$ cat src/rtl/wt_cache_pkg.sv
// wt_cache_pkg: shared write-through dcache types and line-address geometry.
package wt_cache_pkg;

    localparam int DCACHE_OFFSET_WIDTH = 6;
    localparam int DCACHE_LINE_WIDTH   = 64 - DCACHE_OFFSET_WIDTH;

    typedef struct packed {
        logic                         vld;
        logic                         nc;
        logic [DCACHE_LINE_WIDTH-1:0] line;
    } mshr_t;

endpackage

$ cat src/rtl/wt_dcache_miss_rr.sv
// wt_dcache_miss_rr: picks one eligible port; round-robin from a pointer when
// WT_DCACHE_MISS_ARB_RR_EN is defined, lowest-index fixed priority otherwise.
module wt_dcache_miss_rr #(
    parameter int NumPorts = 3,
    parameter int IdxWidth = $clog2(NumPorts)
) (
    input  logic                clk_i,
    input  logic                rst_ni,
    input  logic [NumPorts-1:0] elig_i,
    input  logic                upd_i,
    input  logic [IdxWidth-1:0] upd_idx_i,
    output logic [IdxWidth-1:0] idx_o
);

`ifdef WT_DCACHE_MISS_ARB_RR_EN
    logic [IdxWidth-1:0] ptr_q;
    logic                found;
    int                  cand;

    always_comb begin
        idx_o = '0;
        found = 1'b0;
        cand  = 0;
        for (int i = 0; i < NumPorts; i++) begin
            cand = (int'(ptr_q) + i) % NumPorts;
            if (!found && elig_i[cand]) begin
                found = 1'b1;
                idx_o = IdxWidth'(cand);
            end
        end
    end

    always_ff @(posedge clk_i or negedge rst_ni) begin
        if (!rst_ni)
            ptr_q <= '0;
        else if (upd_i)
            ptr_q <= (int'(upd_idx_i) == NumPorts - 1) ? '0 : IdxWidth'(int'(upd_idx_i) + 1);
    end
`else
    logic unused_rr;
    assign unused_rr = ^{clk_i, rst_ni, upd_i, upd_idx_i};

    always_comb begin
        idx_o = '0;
        for (int i = NumPorts - 1; i >= 0; i--)
            if (elig_i[i]) idx_o = IdxWidth'(i);
    end
`endif

endmodule

$ cat src/rtl/wt_dcache_miss_arb.sv
// wt_dcache_miss_arb: per-port MSHRs, collision replay and miss arbitration onto
// one memory channel. WT_DCACHE_MISS_ARB_RR_EN selects round-robin arbitration.
module wt_dcache_miss_arb
    import wt_cache_pkg::*;
#(
    parameter int NumPorts = 3,
    parameter int TidWidth = $clog2(NumPorts)
) (
    input  logic                     clk_i,
    input  logic                     rst_ni,
    input  logic [NumPorts-1:0]      miss_req_i,
    input  logic [NumPorts-1:0][63:0] miss_paddr_i,
    input  logic [NumPorts-1:0]      miss_nc_i,
    input  logic [NumPorts-1:0][2:0] miss_size_i,
    output logic [NumPorts-1:0]      miss_ack_o,
    output logic [NumPorts-1:0]      miss_replay_o,
    output logic [NumPorts-1:0]      miss_rtrn_vld_o,
    output logic                     mem_req_o,
    input  logic                     mem_gnt_i,
    output logic [63:0]              mem_paddr_o,
    output logic [2:0]               mem_size_o,
    output logic                     mem_nc_o,
    output logic [TidWidth-1:0]      mem_tid_o,
    input  logic                     mem_rtrn_vld_i,
    input  logic [TidWidth-1:0]      mem_rtrn_tid_i,
    output logic                     err_o
);

    mshr_t [NumPorts-1:0] mshr_q;
    logic  [NumPorts-1:0] req, vld, elig;
    logic  [TidWidth-1:0] pick_idx, sel, lock_idx_q;
    logic                 lock_q, locked, gnt, rtrn_ok;

    // requests are masked during reset so every output reads zero
    assign req = miss_req_i & {NumPorts{rst_ni}};

    always_comb begin
        miss_replay_o = '0;
        vld           = '0;
        for (int p = 0; p < NumPorts; p++) begin
            vld[p] = mshr_q[p].vld;
            for (int q = 0; q < NumPorts; q++)
                if (q != p && mshr_q[q].vld && !mshr_q[q].nc &&
                    mshr_q[q].line == miss_paddr_i[p][63:DCACHE_OFFSET_WIDTH])
                    miss_replay_o[p] = req[p] && !miss_nc_i[p];
        end
    end

    assign elig = req & ~miss_replay_o & ~vld;

    wt_dcache_miss_rr #(
        .NumPorts (NumPorts),
        .IdxWidth (TidWidth)
    ) i_rr (
        .clk_i     (clk_i),
        .rst_ni    (rst_ni),
        .elig_i    (elig),
        .upd_i     (gnt),
        .upd_idx_i (sel),
        .idx_o     (pick_idx)
    );

    // a locked port keeps the channel only while it still requests
    assign locked      = lock_q && elig[lock_idx_q];
    assign sel         = locked ? lock_idx_q : pick_idx;
    assign mem_req_o   = locked || (|elig);
    assign gnt         = mem_req_o && mem_gnt_i;
    assign mem_paddr_o = mem_req_o ? miss_paddr_i[sel] : '0;
    assign mem_size_o  = mem_req_o ? miss_size_i[sel] : '0;
    assign mem_nc_o    = mem_req_o && miss_nc_i[sel];
    assign mem_tid_o   = mem_req_o ? sel : '0;
    assign miss_ack_o  = gnt ? NumPorts'(1) << sel : '0;

    assign rtrn_ok         = mem_rtrn_vld_i && rst_ni && int'(mem_rtrn_tid_i) < NumPorts &&
                             vld[mem_rtrn_tid_i];
    assign miss_rtrn_vld_o = rtrn_ok ? NumPorts'(1) << mem_rtrn_tid_i : '0;

    always_ff @(posedge clk_i or negedge rst_ni) begin
        if (!rst_ni) begin
            mshr_q     <= '0;
            lock_q     <= 1'b0;
            lock_idx_q <= '0;
            err_o      <= 1'b0;
        end else begin
            lock_q     <= mem_req_o && !mem_gnt_i;
            lock_idx_q <= sel;
            err_o      <= err_o || (mem_rtrn_vld_i && !rtrn_ok);
            for (int p = 0; p < NumPorts; p++) begin
                if (gnt && int'(sel) == p)
                    mshr_q[p] <= '{vld: 1'b1, nc: miss_nc_i[p],
                                   line: miss_paddr_i[p][63:DCACHE_OFFSET_WIDTH]};
                else if (rtrn_ok && int'(mem_rtrn_tid_i) == p)
                    mshr_q[p].vld <= 1'b0;
            end
        end
    end

endmodule

$ cat config.mk
export PLATFORM = sky130hd
export DESIGN_NAME = wt_dcache_miss_arb
export DESIGN_NICKNAME = d
export VERILOG_FILES = /design/src/rtl/wt_cache_pkg.sv /design/src/rtl/wt_dcache_miss_rr.sv /design/src/rtl/wt_dcache_miss_arb.sv
export SDC_FILE = /design/constraint.sdc
export NUM_CORES = 1
export LEC_CHECK = 0
export CORE_MARGIN = 1.5
export CORE_UTILIZATION = 52
export CTS_CLUSTER_DIAMETER = 50
export DETAILED_ROUTE_END_ITERATION = 8
export PLACE_DENSITY_LB_ADDON = 0.2
export SLEW_MARGIN = 20
export SYNTH_ARGS = -nofsm -noshare
export SYNTH_HDL_FRONTEND = slang
export SYNTH_SLANG_ARGS = --single-unit
$ cat constraint.sdc
create_clock -name clk_i -period 4.3 [get_ports clk_i]
set_input_delay 0.86 -clock clk_i [delete_from_list [all_inputs] [get_ports clk_i]]
set_output_delay 0.86 -clock clk_i [all_outputs]
set_load 0.01 [all_outputs]
==> results of run 1 <==
## metrics by stage
stage	cells	utilization, %
floorplan	1462	-
global placement	2452	77.9
detailed placement	2452	77.9
CTS	2551	87.7
## kinds of logic after synthesis
logic type | Yosys count | share of synthesized area, %
AO/OA/AOI/OAI | 321 | 16.7
XOR/XNOR | 303 | 19.5
buffers and inverters | 247 | 7.19
flip-flops | 184 | 33.8
multiplexers | 119 | 11.1
AND/OR/NAND/NOR | 288 | 11.7
## timing repair
action | CTS
cloned | 25
pin swaps | 222
endpoints found under the setup margin | 258
setup buffers | 46
gates resized for setup | 797
## metal layers
| layer | track usage (%) | GRT overflow |
|---|---|---|
| met3 | 76.6 | 6 |
| met2 | 99.2 | 176 |
| met5 | 56.6 | 2 |
| met4 | 90.3 | 130 |
| met1 | 83.6 | 7 |
==> impl_metrics.tcl, run 1 <==
set metrics [dict create \
    post_synth.cell_area_avg_um2 9.31 \
    overflow 321 \
    total_number_of_h_tree_levels 4 \
    cts_sinks 184 \
    floorplan.die.width_um 165 \
    total_cts_buffers 17 \
    die_h_um 165 \
    number_of_synthesized_flops_with_an_enable_pin 0 \
    synth.top_cell.area_share_pct 33.8 \
    haltStage "5_1_grt" \
    cts.path.max_buffers 2 \
    start_util_pct 52.6 \
    worstEndpointGrtRepair "mem_paddr_o[49]" \
    clk_root_buffer_cell "sky130_fd_sc_hd__clkbuf_16" \
    ys_dominant_reg_cell "sky130_fd_sc_hd__dfrtp_1" \
    yosys.cell_count.top_type "sky130_fd_sc_hd__dfrtp_1" \
    cell_taking_the_most_area_after_synthesis "sky130_fd_sc_hd__dfrtp_1" \
    synth_nets 1675 \
    gp_congestion 1.15 \
    netlist_top_cells_area "sky130_fd_sc_hd__dfrtp_1 34%, sky130_fd_sc_hd__xor2_1 11%, sky130_fd_sc_hd__xnor2_1 8.3%" \
    hpwlAfterDp_mm 54.8 \
    cts_hold_repair.buffers 0 \
    worst_path_end_type "primary output" \
    place_area_um2 20200 \
    flow.first_error "[ERROR GRT-0232] Routing congestion too high. Check the congestion heatmap in the GUI." \
    grt_max_degree 183 \
    yosys_warnings 0 \
    floorplan.io_pins 294 \
    num_rows 59 \
    yosys_register_bits 184 \
    synth.cells.most_frequent "184 x sky130_fd_sc_hd__dfrtp_1, 174 x sky130_fd_sc_hd__xor2_1, 166 x sky130_fd_sc_hd__inv_1, 129 x sky130_fd_sc_hd__xnor2_1, 70 x sky130_fd_sc_hd__nand2_1" \
    groute.usage.overall_pct 86.6 \
    postSynthCellCount 1462 \
    yosysSeqAreaShare_pct 33.8 \
    place.port_buffers 293 \
    synth.lib_cells_used.distinct 54 \
    preCtsSetupSlack_ns -2.11 \
    ys_async_sr_fraction_pct 100 \
    result_of_the_run "aborted with a tool error" \
    synthesis.area_um2 13600 \
]
==> inputs of run 2 (changes only) <==
--- a/config.mk
+++ b/config.mk
@@ -6,10 +6,9 @@
 export NUM_CORES = 1
 export LEC_CHECK = 0
 export CORE_MARGIN = 1.5
-export CORE_UTILIZATION = 52
-export CTS_CLUSTER_DIAMETER = 50
+export CORE_UTILIZATION = 40
 export DETAILED_ROUTE_END_ITERATION = 8
-export PLACE_DENSITY_LB_ADDON = 0.2
+export PLACE_DENSITY_LB_ADDON = 0.15
 export SLEW_MARGIN = 20
 export SYNTH_ARGS = -nofsm -noshare
 export SYNTH_HDL_FRONTEND = slang
==> run 2 against run 1 <==
The flow now finishes, with violations (negative setup slack). Synthesized area stayed put. Synthesized cell count stayed put.
==> impl_metrics.tcl, run 2 <==
set metrics [dict create \
    synthesis.area_um2 13600 \
    number_of_flip_flops_under_the_largest_register_name 180 \
    timing.critical_path.required_ns 3.44 \
    final_min_period_over_clock_period_pct 117 \
    remaining_drc_errors 0 \
    final_hold_viol_count 0 \
    cts.path.max_buffers 2 \
    final_cell_mix "435 x sky130_fd_sc_hd__buf_4, 181 x sky130_fd_sc_hd__dfrtp_1, 159 x sky130_fd_sc_hd__inv_1, 119 x sky130_fd_sc_hd__xor2_1, 85 x sky130_fd_sc_hd__dlygate4sd2_1" \
    worst_slack_ns -0.717 \
    grt_max_degree 89 \
    max_capacitance_violation_total 0 \
    first_pass_iters 6 \
    violations "negative setup slack" \
    cts_sinks 184 \
    cts_hold_repair.buffers 0 \
    arrival_ns 4.16 \
    stdcell_area_um2 23300 \
    num_rows 67 \
    seqPwrFrac_pct 26.0 \
    critical_path.reg2reg.startpoint "mshr_q[170]" \
    final_antenna_net_count 0 \
    place.port_buffers 293 \
    vdd.ir_drop.worst_mv 0.333 \
    clk_transition_reported_paths_ns 0.07 \
    drt_first_iter_violations 1661 \
    total_number_of_h_tree_levels 4 \
    groute.usage.overall_pct 43.7 \
    synth.top_cell.area_share_pct 33.8 \
    final_total_power_mw 13.8 \
    syn_to_final_growth_pct 70.8 \
    grt_pass1_wl_mm 110 \
    post-place-cells 2596 \
    preCtsSetupSlack_ns -1.95 \
    max_slew_margin_pct 36.0 \
    synth_nets 1675 \
    hpwlAfterDp_mm 58.4 \
    antenna_found_initial 2 \
    filler_cell_count 2701 \
    cp-start-kind "input port" \
    layout_cells_sized_above_1_pct 46.2 \
    final_nets 2435 \
    grt_pass1_vias 15900 \
    start_util_pct 40.6 \
    avgViaCountPerCell 5.95 \
    critPathCaptureType "output pin" \
    result_of_the_run "complete, but fails checks" \
    fin_worst_skew_ns 0.0149 \
    layout.cells.non_filler 2682 \
    power.share.switching_pct 45.2 \
    postSynthCellCount 1462 \
    synth.lib_cells_used.distinct 54 \
    yosysSeqAreaShare_pct 33.8 \
    timing_worst_slew_pin_value_ns 0.959 \
    cts_tree "done" \
    cell_taking_the_most_area_after_synthesis "sky130_fd_sc_hd__dfrtp_1" \
    gp_congestion 1.06 \
    floorplan.die_area_um2 35200 \
    critical_path.max_fanout 5 \
    max_freq_mhz 199 \
    core_area_um2 33500 \
    path_class "input port to output pin" \
    total_cts_buffers 17 \
    number_of_synthesized_flops_with_an_enable_pin 0 \
    floorplan.io_pins 294 \
    power.share.combinational_pct 62.5 \
    maxSlewViolCount 0 \
    post_synth.cell_area_avg_um2 9.31 \
    internal_power_mw 7.56 \
    final_period_minus_worst_setup_slack_ns 5.02 \
    clkLatencyLatePin_ns 0.47 \
    power.net_switching_mw 6.23 \
    p_clk_share_pct 11.6 \
    netlist_top_cells_area "sky130_fd_sc_hd__dfrtp_1 34%, sky130_fd_sc_hd__xor2_1 11%, sky130_fd_sc_hd__xnor2_1 8.3%" \
    setup.reg_to_reg.worst_slack_ns -0.04 \
    finalSetupViolations 170 \
    yosys_warnings 0 \
    routed_wire_length_per_instance_um 29.9 \
    p_per_area_nw_per_um2 592 \
    timing.reg2reg.worst_path_depth 15 \
    worstHoldPathType "input port to async pin" \
    die_h_um 188 \
    vias 16000 \
    crit-reg2reg-capture "mshr_q[89]" \
    largest-register "mshr_q" \
    ys_async_sr_fraction_pct 100 \
    clk_root_buffer_cell "sky130_fd_sc_hd__clkbuf_16" \
    layout.cells.most_common "sky130_fd_sc_hd__buf_4" \
    top_regs "mshr_q: 180 flops, lock_idx_q: 2 flops" \
    yosys.cell_count.top_type "sky130_fd_sc_hd__dfrtp_1" \
    synth.cells.most_frequent "184 x sky130_fd_sc_hd__dfrtp_1, 174 x sky130_fd_sc_hd__xor2_1, 166 x sky130_fd_sc_hd__inv_1, 129 x sky130_fd_sc_hd__xnor2_1, 70 x sky130_fd_sc_hd__nand2_1" \
    floorplan.die.width_um 188 \
    power_leakage_nw 11.1 \
    place_area_um2 20500 \
    yosys_register_bits 184 \
    drt-total-wl_mm 80.3 \
    rsz_0062_raised_after_global_routing "yes" \
    totalNegativeSetupSlack_ns -48.18 \
    ys_dominant_reg_cell "sky130_fd_sc_hd__dfrtp_1" \
    overflow 0 \
]
run 2: critical path: stages:
cell and delay (ns):
sky130_fd_sc_hd__buf_12 0.12, sky130_fd_sc_hd__xor2_4 0.18, sky130_fd_sc_hd__nor4_4 0.40, sky130_fd_sc_hd__nand4_1 0.35, sky130_fd_sc_hd__nor4_4 0.42, sky130_fd_sc_hd__a41oi_2 0.16, sky130_fd_sc_hd__buf_4 0.18, sky130_fd_sc_hd__o211ai_1 0.30
sky130_fd_sc_hd__nand3_4 0.21, sky130_fd_sc_hd__buf_16 0.19, sky130_fd_sc_hd__buf_12 0.12, sky130_fd_sc_hd__buf_6 0.11, sky130_fd_sc_hd__o32a_1 0.17, sky130_fd_sc_hd__a21oi_2 0.22, sky130_fd_sc_hd__buf_6 0.14
run 2: power by group through the flow:
| stage | Sequential, mW | Clock, mW | Combinational (mW) |
|---|---|---|---|
| 6_report | 3.58 | 1.59 | 8.61 |
| 4_1_cts | 3.52 | 1.59 | 8.00 |
| 5_1_grt | 3.67 | 1.65 | 8.80 |
| 3_5_place_dp | 3.39 | 0 | 7.34 |
| 2_1_floorplan | 3.31 | 0 | 2.99 |
| 3_3_place_gp | 3.35 | 0 | 7.29 |
run 2: layer usage:
layer / GRT usage (%) / wire length (µm) / vias to the layer above
li1: - / - / 6710
met4: 21.9 / 5470 / 2
met5: 0 / 10 / -
met1: 56.0 / 31300 / 7894
met3: 11.5 / 8670 / 260
met2: 68.1 / 34900 / 1097
run 2: area by class of cell:
class	instances	area (µm²)	area share [%]
Antenna cell	1	2.50	0.0108
Clock buffer	24	482	2.07
Clock inverter	6	67.6	0.290
Inverter	166	628	2.70
Multi-Input combinational cell	1031	9710	41.7
Sequential cell	184	4610	19.8
Tap cell	448	561	2.41
Timing Repair Buffer	822	7210	31.0
run 2: logic make-up (layout without fill, tap and decap cells):
kind of cell	Yosys count	after routing	share of synthesized area, %
flops	184	184	33.8
simple gates	288	288	11.7
mux	119	119	11.1
buf+inv	247	1018	7.19
xor+xnor	303	303	19.5
other cells	0	1	0
compound gates	321	321	16.7
run 2: worst max-delay path by stage:
stage | startpoint | endpoint | slack (ns)
final | miss_paddr_i[120] | mem_paddr_o[8] | -0.72
after global routing | miss_paddr_i[77] | mem_paddr_o[8] | -0.72
after CTS | miss_paddr_i[96] | mem_paddr_o[53] | -0.66
after detailed placement | miss_paddr_i[120] | mem_paddr_o[54] | -1.95
after global placement | miss_paddr_i[120] | mem_paddr_o[54] | -2.10
after floorplan | miss_paddr_i[145] | mem_nc_o | 0.08
run 2: what timing repair did:
item                                    CTS  global route
resized for setup                       760           242
endpoints found under the setup margin  255           230
pin swaps                               137           149
gates cloned                             14            15
setup buffers                            32            16
run 2: metrics by stage:
stage | hold WS [ns] | util [%]
2_1_floorplan | 0.470 | -
3_3_place_gp | 0.442 | 61.2
3_5_place_dp | 0.448 | 61.2
4_1_cts | 0.224 | 67.8
5_1_grt | 0.232 | 69.4
6_report | 0.241 | 69.4
Power figures use the tool's default switching activity.
==> inputs of run 3 (changes only) <==
--- a/config.mk
+++ b/config.mk
@@ -8,6 +8,7 @@
 export CORE_MARGIN = 1.5
 export CORE_UTILIZATION = 40
 export DETAILED_ROUTE_END_ITERATION = 8
+export GPL_ROUTABILITY_DRIVEN = 0
 export PLACE_DENSITY_LB_ADDON = 0.15
 export SLEW_MARGIN = 20
 export SYNTH_ARGS = -nofsm -noshare
==> run 3 against run 2 <==
The flow still finishes with violations (negative setup slack). Critical path depth up 1. Final area up 1.2%. Worst setup slack worse by 0.035 ns. Hold slack worse by 0.044 ns. Routed wire length down 0.31%. Via count up 2.8%. Cell count down 0.67%. Total power about the same. Flip-flop and latch count unchanged. Clock skew up 0.0059 ns. Register-to-register slack better by 0.06 ns. First-iteration DRC count up 34%. Critical path type unchanged. Critical endpoint unchanged. Largest cell class unchanged.
==> impl_metrics.tcl, run 3 (synthesis results as in run 2) <==
set metrics [dict create \
    result_of_the_run "complete, but fails checks" \
    violations "negative setup slack" \
    hpwlAfterDp_mm 53.5 \
    grt_pass1_vias 16600 \
    final_total_power_mw 13.8 \
    die_h_um 188 \
    critPathCaptureType "output pin" \
    worst_slack_ns -0.752 \
    fin_worst_skew_ns 0.0208 \
    worst_hold_slack_ns 0.196 \
    path_class "input port to output pin" \
    total_number_of_h_tree_levels 4 \
    maxSlewViolCount 0 \
    cts_sinks 184 \
    top_regs "mshr_q: 180 flops, lock_idx_q: 2 flops" \
    worstHoldPathType "input port to async pin" \
    num_rows 67 \
    final_period_minus_worst_setup_slack_ns 5.05 \
    max_slew_margin_pct 31.6 \
    syn_to_final_growth_pct 72.9 \
    rsz_0062_raised_after_global_routing "yes" \
    vdd.ir_drop.worst_mv 0.351 \
    number_of_flip_flops_under_the_largest_register_name 180 \
    max_capacitance_violation_total 0 \
    place.port_buffers 293 \
    preCtsSetupSlack_ns -2.06 \
    grt_pass1_wl_mm 112 \
    max_freq_mhz 198 \
    routed_wire_length_per_instance_um 30.1 \
    final_antenna_net_count 0 \
    cts.path.max_buffers 2 \
    layout.cells.non_filler 2664 \
    floorplan.die.width_um 188 \
    core_area_um2 33500 \
    stdcell_area_um2 23600 \
    post-place-cells 2542 \
    layout.cells.most_common "sky130_fd_sc_hd__buf_4" \
    grt_max_degree 70 \
    largest-register "mshr_q" \
    floorplan.io_pins 294 \
    floorplan.die_area_um2 35200 \
    power_leakage_nw 11.1 \
    start_util_pct 40.6 \
    clk_root_buffer_cell "sky130_fd_sc_hd__clkbuf_16" \
    remaining_drc_errors 0 \
    clk_transition_reported_paths_ns 0.09 \
    final_min_period_over_clock_period_pct 117 \
    final_nets 2414 \
    p_per_area_nw_per_um2 585 \
    arrival_ns 4.19 \
    final_cell_mix "390 x sky130_fd_sc_hd__buf_4, 183 x sky130_fd_sc_hd__dfrtp_1, 159 x sky130_fd_sc_hd__inv_1, 125 x sky130_fd_sc_hd__xor2_1, 94 x sky130_fd_sc_hd__buf_2" \
    clkLatencyLatePin_ns 0.46 \
    first_pass_iters 7 \
    filler_cell_count 2421 \
    total_cts_buffers 17 \
    place_area_um2 20100 \
    drt_first_iter_violations 2229 \
    overflow 0 \
    antenna_found_initial 4 \
    critical_path.max_fanout 5 \
    drt-total-wl_mm 80.1 \
    vias 16400 \
    timing.critical_path.required_ns 3.44 \
    finalSetupViolations 168 \
    groute.usage.overall_pct 44.3 \
    final_hold_viol_count 0 \
    timing_worst_slew_pin_value_ns 1.03 \
    cts_tree "done" \
    cp-start-kind "input port" \
    cts_hold_repair.buffers 0 \
    layout_cells_sized_above_1_pct 46.2 \
    avgViaCountPerCell 6.16 \
]
run 3: changes by cell type in the layout (fill, tap and decap cells not counted), moves of 6 or more:
| cell | before | now |
|---|---|---|
| sky130_fd_sc_hd__buf_12 | 20 | 32 |
| sky130_fd_sc_hd__buf_16 | 11 | 25 |
| sky130_fd_sc_hd__buf_2 | 83 | 94 |
| sky130_fd_sc_hd__buf_4 | 435 | 390 |
| sky130_fd_sc_hd__buf_8 | 8 | 14 |
| sky130_fd_sc_hd__clkbuf_16 | 29 | 23 |
| sky130_fd_sc_hd__clkbuf_2 | 28 | 10 |
| sky130_fd_sc_hd__clkdlybuf4s15_2 | 5 | 31 |
| sky130_fd_sc_hd__dlygate4sd2_1 | 85 | 78 |
| sky130_fd_sc_hd__dlymetal6s2s_1 | 13 | 2 |
| sky130_fd_sc_hd__nor4_2 | 32 | 25 |
| sky130_fd_sc_hd__nor4_4 | 7 | 13 |
| sky130_fd_sc_hd__xor2_1 | 119 | 125 |
| sky130_fd_sc_hd__xor2_2 | 45 | 38 |
run 3: metrics by stage:
step | util (%) | TNS [ns]
after global routing | 70.2 | -51.70
after floorplan | - | 0
final | 70.2 | -51.32
after detailed placement | 60.0 | -374.64
after CTS | 69.0 | -31.24
after global placement | 60.0 | -386.68
run 3: layout make-up:
class	count	area (µm²)	share of cell area, %
Inverter	166	626	2.66
Multi-Input combinational cell	1031	9720	41.3
Sequential cell	184	4610	19.6
Clock inverter	12	108	0.457
Timing Repair Buffer	801	7480	31.8
Clock buffer	20	447	1.90
Antenna cell	2	5.00	0.0213
Tap cell	448	561	2.38
run 3: repair_timing:
action	4_1_cts	5_1_grt
cloned	27	6
gates resized for setup	979	106
setup buffers	70	9
pin swaps	186	114
endpoints found under the setup margin	257	224
run 3: worst paths after layout:
| check | from | endpoint | slack [ns] | cells after the start |
|---|---|---|---|---|
| worst max-delay path | miss_paddr_i[87] | mem_paddr_o[8] | -0.75 | 16 |
| worst min-delay path | rst_ni | mshr_q[118] | 0.20 | 1 |
| worst max register to register | mshr_q[170] | mshr_q[38] | 0.02 | 14 |
| worst min register to register | err_o | err_o | 0.47 | 1 |
| max in group asynchronous | rst_ni | mshr_q[32] | 2.17 | 3 |
| min in group clk_i | err_o | err_o | 0.47 | 1 |
run 3: where the power goes:
part	internal, mW	switching, mW	total (mW)
Sequential	2.55	1.08	3.63
Combinational	4.17	4.38	8.55
Clock	0.780	0.828	1.61
Total	7.50	6.29	13.8
run 3: routing by layer:
layer  vias up  routed length, µm  global-route usage, %
met4         6               7120                   31.0
li1       6678                  -                      -
met1      7903              27600                   52.7
met3       421              12500                   19.0
met5         -                 76                   1.10
met2      1394              32700                   64.1
run 3: worst max-delay path: stages:
cell,delay (ns)
sky130_fd_sc_hd__clkdlybuf4s15_2,0.27
sky130_fd_sc_hd__xor2_1,0.21
sky130_fd_sc_hd__nor4_4,0.25
sky130_fd_sc_hd__nand4_1,0.34
sky130_fd_sc_hd__nor4_4,0.55
sky130_fd_sc_hd__a41oi_4,0.20
sky130_fd_sc_hd__buf_6,0.19
sky130_fd_sc_hd__o21ai_2,0.14
sky130_fd_sc_hd__o21bai_4,0.23
sky130_fd_sc_hd__buf_6,0.16
sky130_fd_sc_hd__buf_12,0.12
sky130_fd_sc_hd__buf_6,0.11
sky130_fd_sc_hd__buf_4,0.10
sky130_fd_sc_hd__o211ai_1,0.11
sky130_fd_sc_hd__a21oi_2,0.22
sky130_fd_sc_hd__buf_6,0.13
==> inputs of run 4 (changes only) <==
--- a/config.mk
+++ b/config.mk
@@ -10,7 +10,6 @@
 export DETAILED_ROUTE_END_ITERATION = 8
 export GPL_ROUTABILITY_DRIVEN = 0
 export PLACE_DENSITY_LB_ADDON = 0.15
-export SLEW_MARGIN = 20
 export SYNTH_ARGS = -nofsm -noshare
 export SYNTH_HDL_FRONTEND = slang
 export SYNTH_SLANG_ARGS = --single-unit
==> results of run 4 <==
Final layout, timing and power as in run 3 (identical DEF).
